==> src/rtl/wb_stage_pipe.sv <==
// ============================================================================
// wb_stage_pipe : registered write-back stage (source mux, load extract, RF port)
// Optional retire counter enabled by macro WB_RETIRE_CNT_EN.   Rev 1.0
// ============================================================================
`default_nettype none

module wb_stage_pipe #(
  parameter int XLEN    = 32,
  parameter int RADDR_W = 5,
  parameter int CNT_W   = 64
) (
  input  logic               clk,
  input  logic               rst,
  input  logic               in_valid,
  output logic               in_ready,
  input  logic               hold,
  input  logic               flush,
  input  logic [XLEN-1:0]    alu_result,
  input  logic [XLEN-1:0]    mem_data,
  input  logic [XLEN-1:0]    pc_plus4,
  input  logic [XLEN-1:0]    imm,
  input  logic [1:0]         wb_sel,
  input  logic [1:0]         ld_size,
  input  logic               ld_unsigned,
  input  logic [RADDR_W-1:0] rd,
  input  logic               rd_we,
  output logic               rf_we,
  output logic [RADDR_W-1:0] rf_waddr,
  output logic [XLEN-1:0]    rf_wdata,
  output logic               ld_misalign,
  output logic [CNT_W-1:0]   retire_cnt
);

  localparam int OFF_W = $clog2(XLEN / 8);

  localparam logic [1:0] SEL_ALU  = 2'b00;
  localparam logic [1:0] SEL_MEM  = 2'b01;
  localparam logic [1:0] SEL_LINK = 2'b10;

  localparam logic [1:0] SZ_BYTE = 2'b00;
  localparam logic [1:0] SZ_HALF = 2'b01;
  localparam logic [1:0] SZ_WORD = 2'b10;

  logic [OFF_W-1:0] offset;
  logic [XLEN-1:0]  lane;
  logic [XLEN-1:0]  lane_mask;
  logic [6:0]       lane_bits;
  logic             lane_sign;
  logic [XLEN-1:0]  load_val;
  logic             misalign;
  logic [XLEN-1:0]  src;
  logic             capture;
  logic             retire;

  assign in_ready = ~hold;
  assign capture  = in_valid & ~hold;
  assign retire   = capture & ~flush;

  assign offset = alu_result[OFF_W-1:0];
  assign lane   = mem_data >> {offset, 3'b000};

  // Extension is done by masking: bits above the lane come from the sign bit or zero.
  always_comb begin
    lane_bits = 7'(XLEN);
    lane_sign = lane[XLEN-1];
    case (ld_size)
      SZ_BYTE: begin lane_bits = 7'd8;  lane_sign = lane[7];  end
      SZ_HALF: begin lane_bits = 7'd16; lane_sign = lane[15]; end
      SZ_WORD: begin lane_bits = 7'd32; lane_sign = lane[31]; end
      default: begin lane_bits = 7'(XLEN); lane_sign = lane[XLEN-1]; end
    endcase
    lane_mask = ~({XLEN{1'b1}} << lane_bits);
    load_val  = (lane & lane_mask) |
                ((~ld_unsigned & lane_sign) ? ~lane_mask : '0);
  end

  always_comb begin
    misalign = 1'b0;
    if (wb_sel == SEL_MEM) begin
      case (ld_size)
        SZ_BYTE: misalign = 1'b0;
        SZ_HALF: misalign = offset[0];
        SZ_WORD: misalign = (offset[1:0] != 2'b00);
        default: misalign = (offset != '0) || (XLEN == 32);
      endcase
    end
  end

  always_comb begin
    case (wb_sel)
      SEL_ALU:  src = alu_result;
      SEL_MEM:  src = load_val;
      SEL_LINK: src = pc_plus4;
      default:  src = imm;
    endcase
  end

  // Held cycles keep address/data but never repeat the write strobe.
  always_ff @(posedge clk or posedge rst) begin
    if (rst) begin
      rf_we       <= 1'b0;
      rf_waddr    <= '0;
      rf_wdata    <= '0;
      ld_misalign <= 1'b0;
    end else if (hold) begin
      rf_we <= 1'b0;
    end else if (retire) begin
      rf_we       <= rd_we & (rd != '0) & ~misalign;
      rf_waddr    <= rd;
      rf_wdata    <= src;
      ld_misalign <= misalign;
    end else begin
      rf_we       <= 1'b0;
      ld_misalign <= 1'b0;
    end
  end

`ifdef WB_RETIRE_CNT_EN
  always_ff @(posedge clk or posedge rst) begin
    if (rst) begin
      retire_cnt <= '0;
    end else if (retire) begin
      retire_cnt <= retire_cnt + CNT_W'(1);
    end
  end
`else
  assign retire_cnt = '0;
`endif

endmodule

`default_nettype wire

==> config.mk <==
export PLATFORM = sky130hd
export DESIGN_NAME = wb_stage_pipe
export DESIGN_NICKNAME = d
export VERILOG_FILES = /design/src/rtl/wb_stage_pipe.sv
export SDC_FILE = /design/constraint.sdc
export NUM_CORES = 1
export LEC_CHECK = 0
export CORE_MARGIN = 4
export CORE_UTILIZATION = 33
export DETAILED_ROUTE_END_ITERATION = 6
export PLACE_DENSITY = 0.76
export SLEW_MARGIN = 20
export SYNTH_ARGS = -nofsm -noshare
export SYNTH_HDL_FRONTEND = slang
export SYNTH_SLANG_ARGS = --single-unit
==> constraint.sdc <==
create_clock -name clk -period 1 [get_ports clk]
set_input_delay 0.1 -clock clk [delete_from_list [all_inputs] [get_ports clk]]
set_output_delay 0.1 -clock clk [all_outputs]
set_load 0.02 [all_outputs]
Yosys cells after proc, flatten, opt, wreduce, memory -nomap -nowiden
Index checks and enable logic that the tools add are counted.
{ "totals": {"regBits": 39, "input_bits": 144, "elab_cells": 37} }
{ "op_classes": {"eq_ne": 4, "shift": 2, "n_mux": 9, "bitwise": 13, "reduce_logical": 5} }
{ "op_table": {"columns": ["op", "n"], "rows": [
  ["one-hot mux 32 bit (3 select lines)", 1],
  ["inverter 32 bit", 2],
  ["bitwise AND 32 bit", 1],
  ["two-way mux 32 bit", 1],
  ["OR 32 bit", 1],
  ["<< shifter 32 x 7 -> 32 bit (first input constant)", 1],
  ["right shift 32 x 5 -> 32 bit", 1],
  ["one-hot mux 6 bit (2 select lines)", 1],
  ["bitwise AND 1 bit", 5],
  ["nonzero test 5 bit", 1],
  ["== test 2 x 1 -> 1 bit (second input constant)", 2],
  ["== test 2 bit (second input constant)", 2],
  ["zero test 2 bit", 2],
  ["two-way mux 1 bit", 4],
  ["inverter 1 bit", 4],
  ["one-hot mux 1 bit (3 select lines)", 1],
  ["one-hot mux 1 bit (2 select lines)", 1],
  ["AND reduction 2 bit", 1],
  ["nonzero test 2 bit", 1]
]} }

Depth between registers and ports, before layout
Gate-level depths: netlist of run 1.
{ "logic_depth": {"depth_word": 8, "mapped_depth": 8, "ltp_nobuf": 6} }

Least setup slack after synthesis of run 1
OpenSTA, ideal clock, no wires.
{ "synth_timing": {"kind": "input to register", "start": "in ld_size[0]", "end": "reg rf_wdata[24]", "t_arrival_ns": 1.796, "required_time_ns": 0.918, "setup_slack_ns": -0.878, "path_stages": 7, "path_cell_list": "or2_2 > clkbuf_1 > ha_1 > or3b_2 > nor2_1 > a221oi_1 > a31oi_1"} }
{ "synth_via": {"elab_chain_cells": 8, "word_cells_on_any_way": 12, "classes_between": "1 x eq/ne; 1 x shift; 4 x mux; 5 x bitwise; 1 x reduce/logical"} }
{ "synth_rtl": {"columns": ["item", "line_no", "source"], "rows": [
  ["start, declared", "23", "input logic [1:0] ld_size,"],
  ["== test 2 x 1 -> 1 bit or zero test 2 bit (tied branches)", "66", "case (ld_size)"],
  ["one-hot mux 6 bit (2 select lines)", "66", null],
  ["<< shifter 32 x 7 -> 32 bit", "72", "lane_mask = ~({XLEN{1'b1}} << lane_bits);"],
  ["inverter 32 bit", "72", null],
  ["inverter 32 bit", "74", "((~ld_unsigned & lane_sign) ? ~lane_mask : '0);"],
  ["two-way mux 32 bit", "74", null],
  ["OR 32 bit *", "73", "load_val = (lane & lane_mask) |"],
  ["one-hot mux 32 bit (3 select lines) *", "90", "case (wb_sel)"],
  ["end signal, assigned", "110", "rf_wdata <= src;"],
  ["end, declared", "29", "output logic [XLEN-1:0] rf_wdata,"]
]} }
Every way passes the cells marked *; elsewhere a longest branch is shown, timed or not.
A chain may end at the register's enable or synchronous reset.

Worst setup path after layout of run 1
{ "layout_timing": {"start": "in ld_size[0]", "end": "reg rf_wdata[14]"} }
Same word-level chain as after synthesis.

==> flow_metrics.env, run 1 <==
export IMPL_synth_top_cells_by_area="dfrtp_1 27%, buf_4 14%, mux2i_1 13%"
export IMPL_synthTopCellsByCount="65 x buf_4, 48 x mux2i_1, 39 x dfrtp_1"
export IMPL_fin_skew_ns=0
export IMPL_final_nets=799
export IMPL_utilization=0.617
export IMPL_slowest_stage="or3b_4"
export IMPL_vias=4015
export IMPL_clk_latency_ns=0.29
export IMPL_maxCapViolCount=0
export IMPL_drt_first_pass_iters=4
export IMPL_path_cells="buf_8 -> or2_4 -> ha_4 -> or3b_4 -> nor2_4 -> a211oi_4 -> buf_6 -> o22ai_1"
export IMPL_dpl_worst_slack_ns=-1.11
export IMPL_grt_pass1_vias=4190
export IMPL_final_cells=791
export IMPL_finalPower_mw=6.94
export IMPL_syn_to_final_growth_pct=79.6
export IMPL_met1_usage=0.260
export IMPL_max_freq_mhz=807
export IMPL_grt_usage=0.218
export IMPL_min_period_ns=1.24
export IMPL_cts_hold_buf=0
export IMPL_die_w_um=112
export IMPL_syn_cell_area_mm2=0.00359
export IMPL_setup_tns_ns=-5.10
export IMPL_place_inst=758
export IMPL_worst_setup_path_start_kind="input port"
export IMPL_yosys_most_used_dff="dfrtp_1"
export IMPL_drive_gt1_frac=0.337
export IMPL_grt_busiest_layer="met2"
export IMPL_power_density_mw_per_mm2=1070
export IMPL_clock_sinks=39
export IMPL_synth_top_area_cell="dfrtp_1"
export IMPL_routed_via_density=5.08
export IMPL_avgSynthCellArea_um2=8.81
export IMPL_cp_arrival_ns=1.40
export IMPL_synth_most_common_cell="buf_4"
export IMPL_ys_ff_latch=39
export IMPL_syn_instance_count=408
export IMPL_worst_path_largest_cell_delay_ns=0.29
export IMPL_outcome="complete, but fails checks"
export IMPL_violations="setup timing"
export IMPL_cts_buffer_depth=2
export IMPL_ant_nets=0
export IMPL_die_h_um=112
export IMPL_synth_cell_types=41
export IMPL_routed_wl_um=14900
export IMPL_dieArea_mm2=0.0126
export IMPL_met3_usage=0.0410
export IMPL_p_clk_frac=0.230
export IMPL_cp_data_required_time_ns=1.17
export IMPL_drtIter0Drc=250
export IMPL_io_buffers=183
export IMPL_grt_pass1_wl_um=22200
export IMPL_yosys_warnings=0
export IMPL_p_int_mw=4.46
export IMPL_hold_path_class="in -> async"
export IMPL_netSwitchingPower_mw=2.48
export IMPL_whs_ns=0.138
export IMPL_rsz0062_at_grt="true"
export IMPL_power_frac_comb=0.479
export IMPL_dp_hpwl_um=11500
export IMPL_cts_tree="yes"
export IMPL_drc=0
export IMPL_cts_buffers=5
export IMPL_stdcell_area_mm2=0.00646
export IMPL_cts_htree_levels=2
export IMPL_initial_core_util=0.344
export IMPL_synth_top_area_share=0.271
export IMPL_synthArstFlopShare=1.00
export IMPL_netSwitchingFraction=0.357
export IMPL_core_mm2=0.0105
export IMPL_gr_total_overflow=0
export IMPL_routabilityCongestion=0.903
export IMPL_hold_viol=0
export IMPL_setup_viol=26
export IMPL_slew_violations=0
export IMPL_placed_cell_area_mm2=0.00579
export IMPL_ios=248
export IMPL_grt_max_degree=33
export IMPL_cts_root_buf="clkbuf_8"
export IMPL_fin_crit_sh=1.24
export IMPL_grt_antenna_before_repair=0
export IMPL_end_kind="flop"
export IMPL_rows=37
export IMPL_path_class="in -> reg"
export IMPL_wl_per_cell_um=18.8
export IMPL_synth_edff_count=0
export IMPL_worst_slack_ns=-0.239
export IMPL_r2r_slack_ns=0.14
export IMPL_irDropWorstVdd_mv=0.619
export IMPL_static_leakage_power_nw=2.82
export IMPL_use_met2=0.397
export IMPL_clkTransAtPathRegs_ns=0.08
export IMPL_diodes=0
export IMPL_seqPwrFrac=0.291
export IMPL_worst_path_max_fanout=8
export IMPL_ys_seq_area_frac=0.271
==> kinds of logic after synthesis <==
group                    Yosys count  synth area share
adder cells (fa/ha/maj)            1           0.00348
multiplexers                      66             0.190
flip-flops                        39             0.271
other                              1           0.00104
AO/OA/AOI/OAI                    106             0.221
buffers and inverters             97             0.174
AND/OR/NAND/NOR                   98             0.139
==> power groups by stage <==
stage	logic (mW)	registers, mW	clock network (mW)
2_1_floorplan	1.35	2.42	0
3_3_place_gp	3.18	2.05	0
3_5_place_dp	3.21	2.06	0
4_1_cts	3.17	2.02	1.61
5_1_grt	3.53	2.06	1.69
6_report	3.33	2.02	1.59
==> critical path, delay by kind of cell <==
kind                       cells  cell delay [ns]
AOI/OAI and AO/OA              2             0.24
adders and majority gates      1             0.16
and+or+nand+nor                3             0.60
buffers and inverters          2             0.29
==> state kept, by name (all words and copies together) (netlist names) <==
name,count
rf_wdata,32
rf_waddr,5
ld_misalign,1
rf_we,1
==> cell type report <==
type	count	area, µm²
fillers	906	4010
repair buffers	265	2500
well taps	136	170
inverters	5	18.8
multi-input cells	338	2660
clock inverters	3	67.6
flip-flops and latches	39	976
clock buffers	5	68.8
==> routing by layer <==
metal / part of all wire / routed length, µm
met5: 0 / 0
met4: 0.024 / 355
met3: 0.068 / 1010
met2: 0.53 / 7890
met1: 0.38 / 5640
==> final timing paths <==
| check | startpoint | endpoint | cells past startpoint |
|---|---|---|---|
| worst max-delay path | ld_size[0] | rf_wdata[14]$_DFFE_PP0P_ | 8 |
| worst min-delay path | rst | rf_waddr[0]$_DFFE_PP0P_ | 3 |
| worst max register to register | rf_wdata[12]$_DFFE_PP0P_ | rf_wdata[12]$_DFFE_PP0P_ | 3 |
| worst min register to register | rf_waddr[4]$_DFFE_PP0P_ | rf_waddr[4]$_DFFE_PP0P_ | 2 |
| max in group asynchronous | rst | rf_wdata[18]$_DFFE_PP0P_ | 3 |
| min in group clk | rd[1] | rf_waddr[1]$_DFFE_PP0P_ | 3 |
==> timing repair <==
| action | 4_1_cts | 5_1_grt |
|---|---|---|
| endpoints found under the setup margin | 79 | 34 |
| buffers inserted | 12 | 6 |
| pin swaps | 37 | 16 |
| gates cloned | 5 | 3 |
| resized for setup | 280 | 31 |
==> layout by cell type (no fill, tap or decap), drive strengths merged, types with 9 or more instances in the layout <==
cell type	Yosys	final
buf	75	127
clkdlybuf4s50	0	116
conb	1	64
mux2i	48	48
dfrtp	39	39
nand2	33	33
nor2	28	28
o21ai	25	25
a221oi	19	19
mux2	18	18
dlygate4sd2	0	16
o22ai	10	10
nand3b	9	9
Power figures use the tool's default switching activity.
==> inputs of run 2 (changes only) <==
--- a/config.mk
+++ b/config.mk
@@ -9,6 +9,7 @@
 export CORE_UTILIZATION = 33
 export DETAILED_ROUTE_END_ITERATION = 6
 export PLACE_DENSITY = 0.76
+export RECOVER_POWER = 50
 export SLEW_MARGIN = 20
 export SYNTH_ARGS = -nofsm -noshare
 export SYNTH_HDL_FRONTEND = slang
==> run 2 against run 1 <==
  * Critical endpoint unchanged
  * Utilization shrank 0.18 points
  * First-iteration DRC count unchanged
  * Final cell count is the same
  * Sequential power barely moved
  * Routed wire length about the same
  * Clock-buffer cell count did not move
  * Clock power hardly changed
  * The run still ends with setup timing left
==> flow_metrics.env, run 2 (synthesis results as in run 1) <==
export IMPL_cts_tree="yes"
export IMPL_largestRegisters="rf_wdata (32), rf_waddr (5)"
export IMPL_wl_per_cell_um=18.8
export IMPL_clock_sinks=39
export IMPL_final_common_cell="clkdlybuf4s50_1"
export IMPL_power_frac_comb=0.479
export IMPL_min_to="rf_waddr[1]$_DFFE_PP0P_"
export IMPL_slew_violations=0
export IMPL_grt_usage=0.218
export IMPL_fin_skew_ns=0
export IMPL_gr_total_overflow=0
export IMPL_reg2reg_to="rf_wdata[11]$_DFFE_PP0P_"
export IMPL_hp_start="rd[1]"
export IMPL_routabilityCongestion=0.903
export IMPL_syn_to_final_growth_pct=79.1
export IMPL_grt_antenna_before_repair=0
export IMPL_maxCapViolCount=0
export IMPL_outcome="complete, but fails checks"
export IMPL_r2r_slack_ns=0.15
export IMPL_cts_root_buf="clkbuf_8"
export IMPL_static_leakage_power_nw=2.81
export IMPL_power_density_mw_per_mm2=1080
export IMPL_clk_latency_ns=0.29
export IMPL_drive_gt1_frac=0.334
export IMPL_violations="setup timing"
export IMPL_final_cells=791
export IMPL_initial_core_util=0.344
export IMPL_ios=248
export IMPL_mostFrequentLayoutCells="115 x clkdlybuf4s50_1, 64 x conb_1, 52 x buf_4"
export IMPL_grt_max_degree=33
export IMPL_diodes=0
export IMPL_largest_register="rf_wdata"
export IMPL_io_buffers=183
export IMPL_clkTransAtPathRegs_ns=0.08
export IMPL_num_fill_cells=910
export IMPL_grt_pass1_wl_um=22200
export IMPL_routed_via_density=5.10
export IMPL_routed_wl_um=14900
export IMPL_cp_arrival_ns=1.40
export IMPL_rr_worst_depth=3
export IMPL_worst_slack_ns=-0.239
export IMPL_rows=37
export IMPL_utilization=0.615
export IMPL_cts_buffers=5
export IMPL_die_h_um=112
export IMPL_core_mm2=0.0105
export IMPL_fin_crit_sh=1.24
export IMPL_min_path_cells=3
export IMPL_end_kind="flop"
export IMPL_worst_setup_path_start_kind="input port"
export IMPL_setup_viol=26
export IMPL_p_clk_frac=0.230
export IMPL_cts_htree_levels=2
export IMPL_final_nets=799
export IMPL_cp_data_required_time_ns=1.17
export IMPL_vias=4036
export IMPL_die_w_um=112
export IMPL_netSwitchingFraction=0.358
export IMPL_place_inst=758
export IMPL_grt_pass1_vias=4190
export IMPL_cts_buffer_depth=2
export IMPL_hold_path_class="in -> reg"
export IMPL_dieArea_mm2=0.0126
export IMPL_p_int_mw=4.45
export IMPL_cts_hold_buf=0
export IMPL_min_period_ns=1.24
export IMPL_path_class="in -> reg"
export IMPL_drt_first_pass_iters=4
export IMPL_worstReg2RegStart="rf_wdata[11]$_DFFE_PP0P_"
export IMPL_worst_path_max_fanout=8
export IMPL_drtIter0Drc=250
export IMPL_irDropWorstVdd_mv=0.619
export IMPL_hold_viol=0
export IMPL_netSwitchingPower_mw=2.48
export IMPL_finalPower_mw=6.92
export IMPL_max_freq_mhz=807
export IMPL_rsz0062_at_grt="true"
export IMPL_drc=0
export IMPL_dp_hpwl_um=11500
export IMPL_largest_register_ffs=32
export IMPL_seqPwrFrac=0.291
export IMPL_ant_nets=0
==> run 2: worst max path at each step <==
| stage | from | to | slack [ns] | depth (start not counted) |
|---|---|---|---|---|
| after detailed placement | ld_size[0] | rf_wdata[25]$_DFFE_PP0P_ | -1.11 | 7 |
| after global routing | ld_size[0] | rf_wdata[26]$_DFFE_PP0P_ | -0.28 | 7 |
| after global placement | ld_size[1] | rf_wdata[25]$_DFFE_PP0P_ | -1.05 | 7 |
| after floorplan | ld_size[1] | rf_wdata[24]$_DFFE_PP0P_ | -0.49 | 7 |
| after CTS | ld_size[0] | rf_wdata[16]$_DFFE_PP0P_ | -0.23 | 8 |
| final | ld_size[0] | rf_wdata[14]$_DFFE_PP0P_ | -0.24 | 8 |
==> run 2: critical path: stages <==
cell and delay, ns:
buf_8 0.11, or2_4 0.26, ha_4 0.16, or3b_4 0.29, nor2_4 0.05, a211oi_4 0.16, buf_6 0.18, o22ai_1 0.08
==> run 2: repair_timing <==
item,CTS,global route
resized for setup,280,31
pin swaps,37,16
endpoints found under the setup margin,79,34
cloned,5,3
endpoints found under the hold margin,0,0
setup buffers,12,6
==> run 2: metal layers <==
layer | track usage | share of wire | vias to the layer above
met3 | 0.0410 | 0.063 | 30
li1 | - | - | 1885
met5 | 0 | 0 | -
met2 | 0.397 | 0.53 | 180
met1 | 0.260 | 0.38 | 1941
met4 | 0.0665 | 0.024 | 0
==> run 2: final cells by class <==
cell class                 count  area (µm²)  share of cell area
tap                          136         170              0.0264
clock buffer                   5        68.8              0.0107
inverter                       5        18.8             0.00292
sequential                    39         976               0.152
multi-input combinational    338        2660               0.412
clock inverter                 3        67.6              0.0105
timing repair buffer         265        2480               0.385
==> run 2: per-stage QoR <==
step	hold slack (ns)	cell area [µm²]	worst slack [ns]	TNS (ns)
2_1_floorplan	0.205	3970	-0.490	-12.29
3_3_place_gp	0.447	5790	-1.05	-36.39
3_5_place_dp	0.453	5790	-1.11	-38.57
4_1_cts	0.138	6190	-0.228	-4.37
5_1_grt	0.165	6440	-0.275	-5.99
6_report	0.170	6440	-0.239	-5.12
==> run 2: power by group through the flow <==
stage / logic, mW / clock network, mW / registers, mW
2_1_floorplan: 1.35 / 0 / 2.42
3_3_place_gp: 3.18 / 0 / 2.05
3_5_place_dp: 3.21 / 0 / 2.06
4_1_cts: 3.17 / 1.61 / 2.02
5_1_grt: 3.52 / 1.69 / 2.06
6_report: 3.32 / 1.59 / 2.02
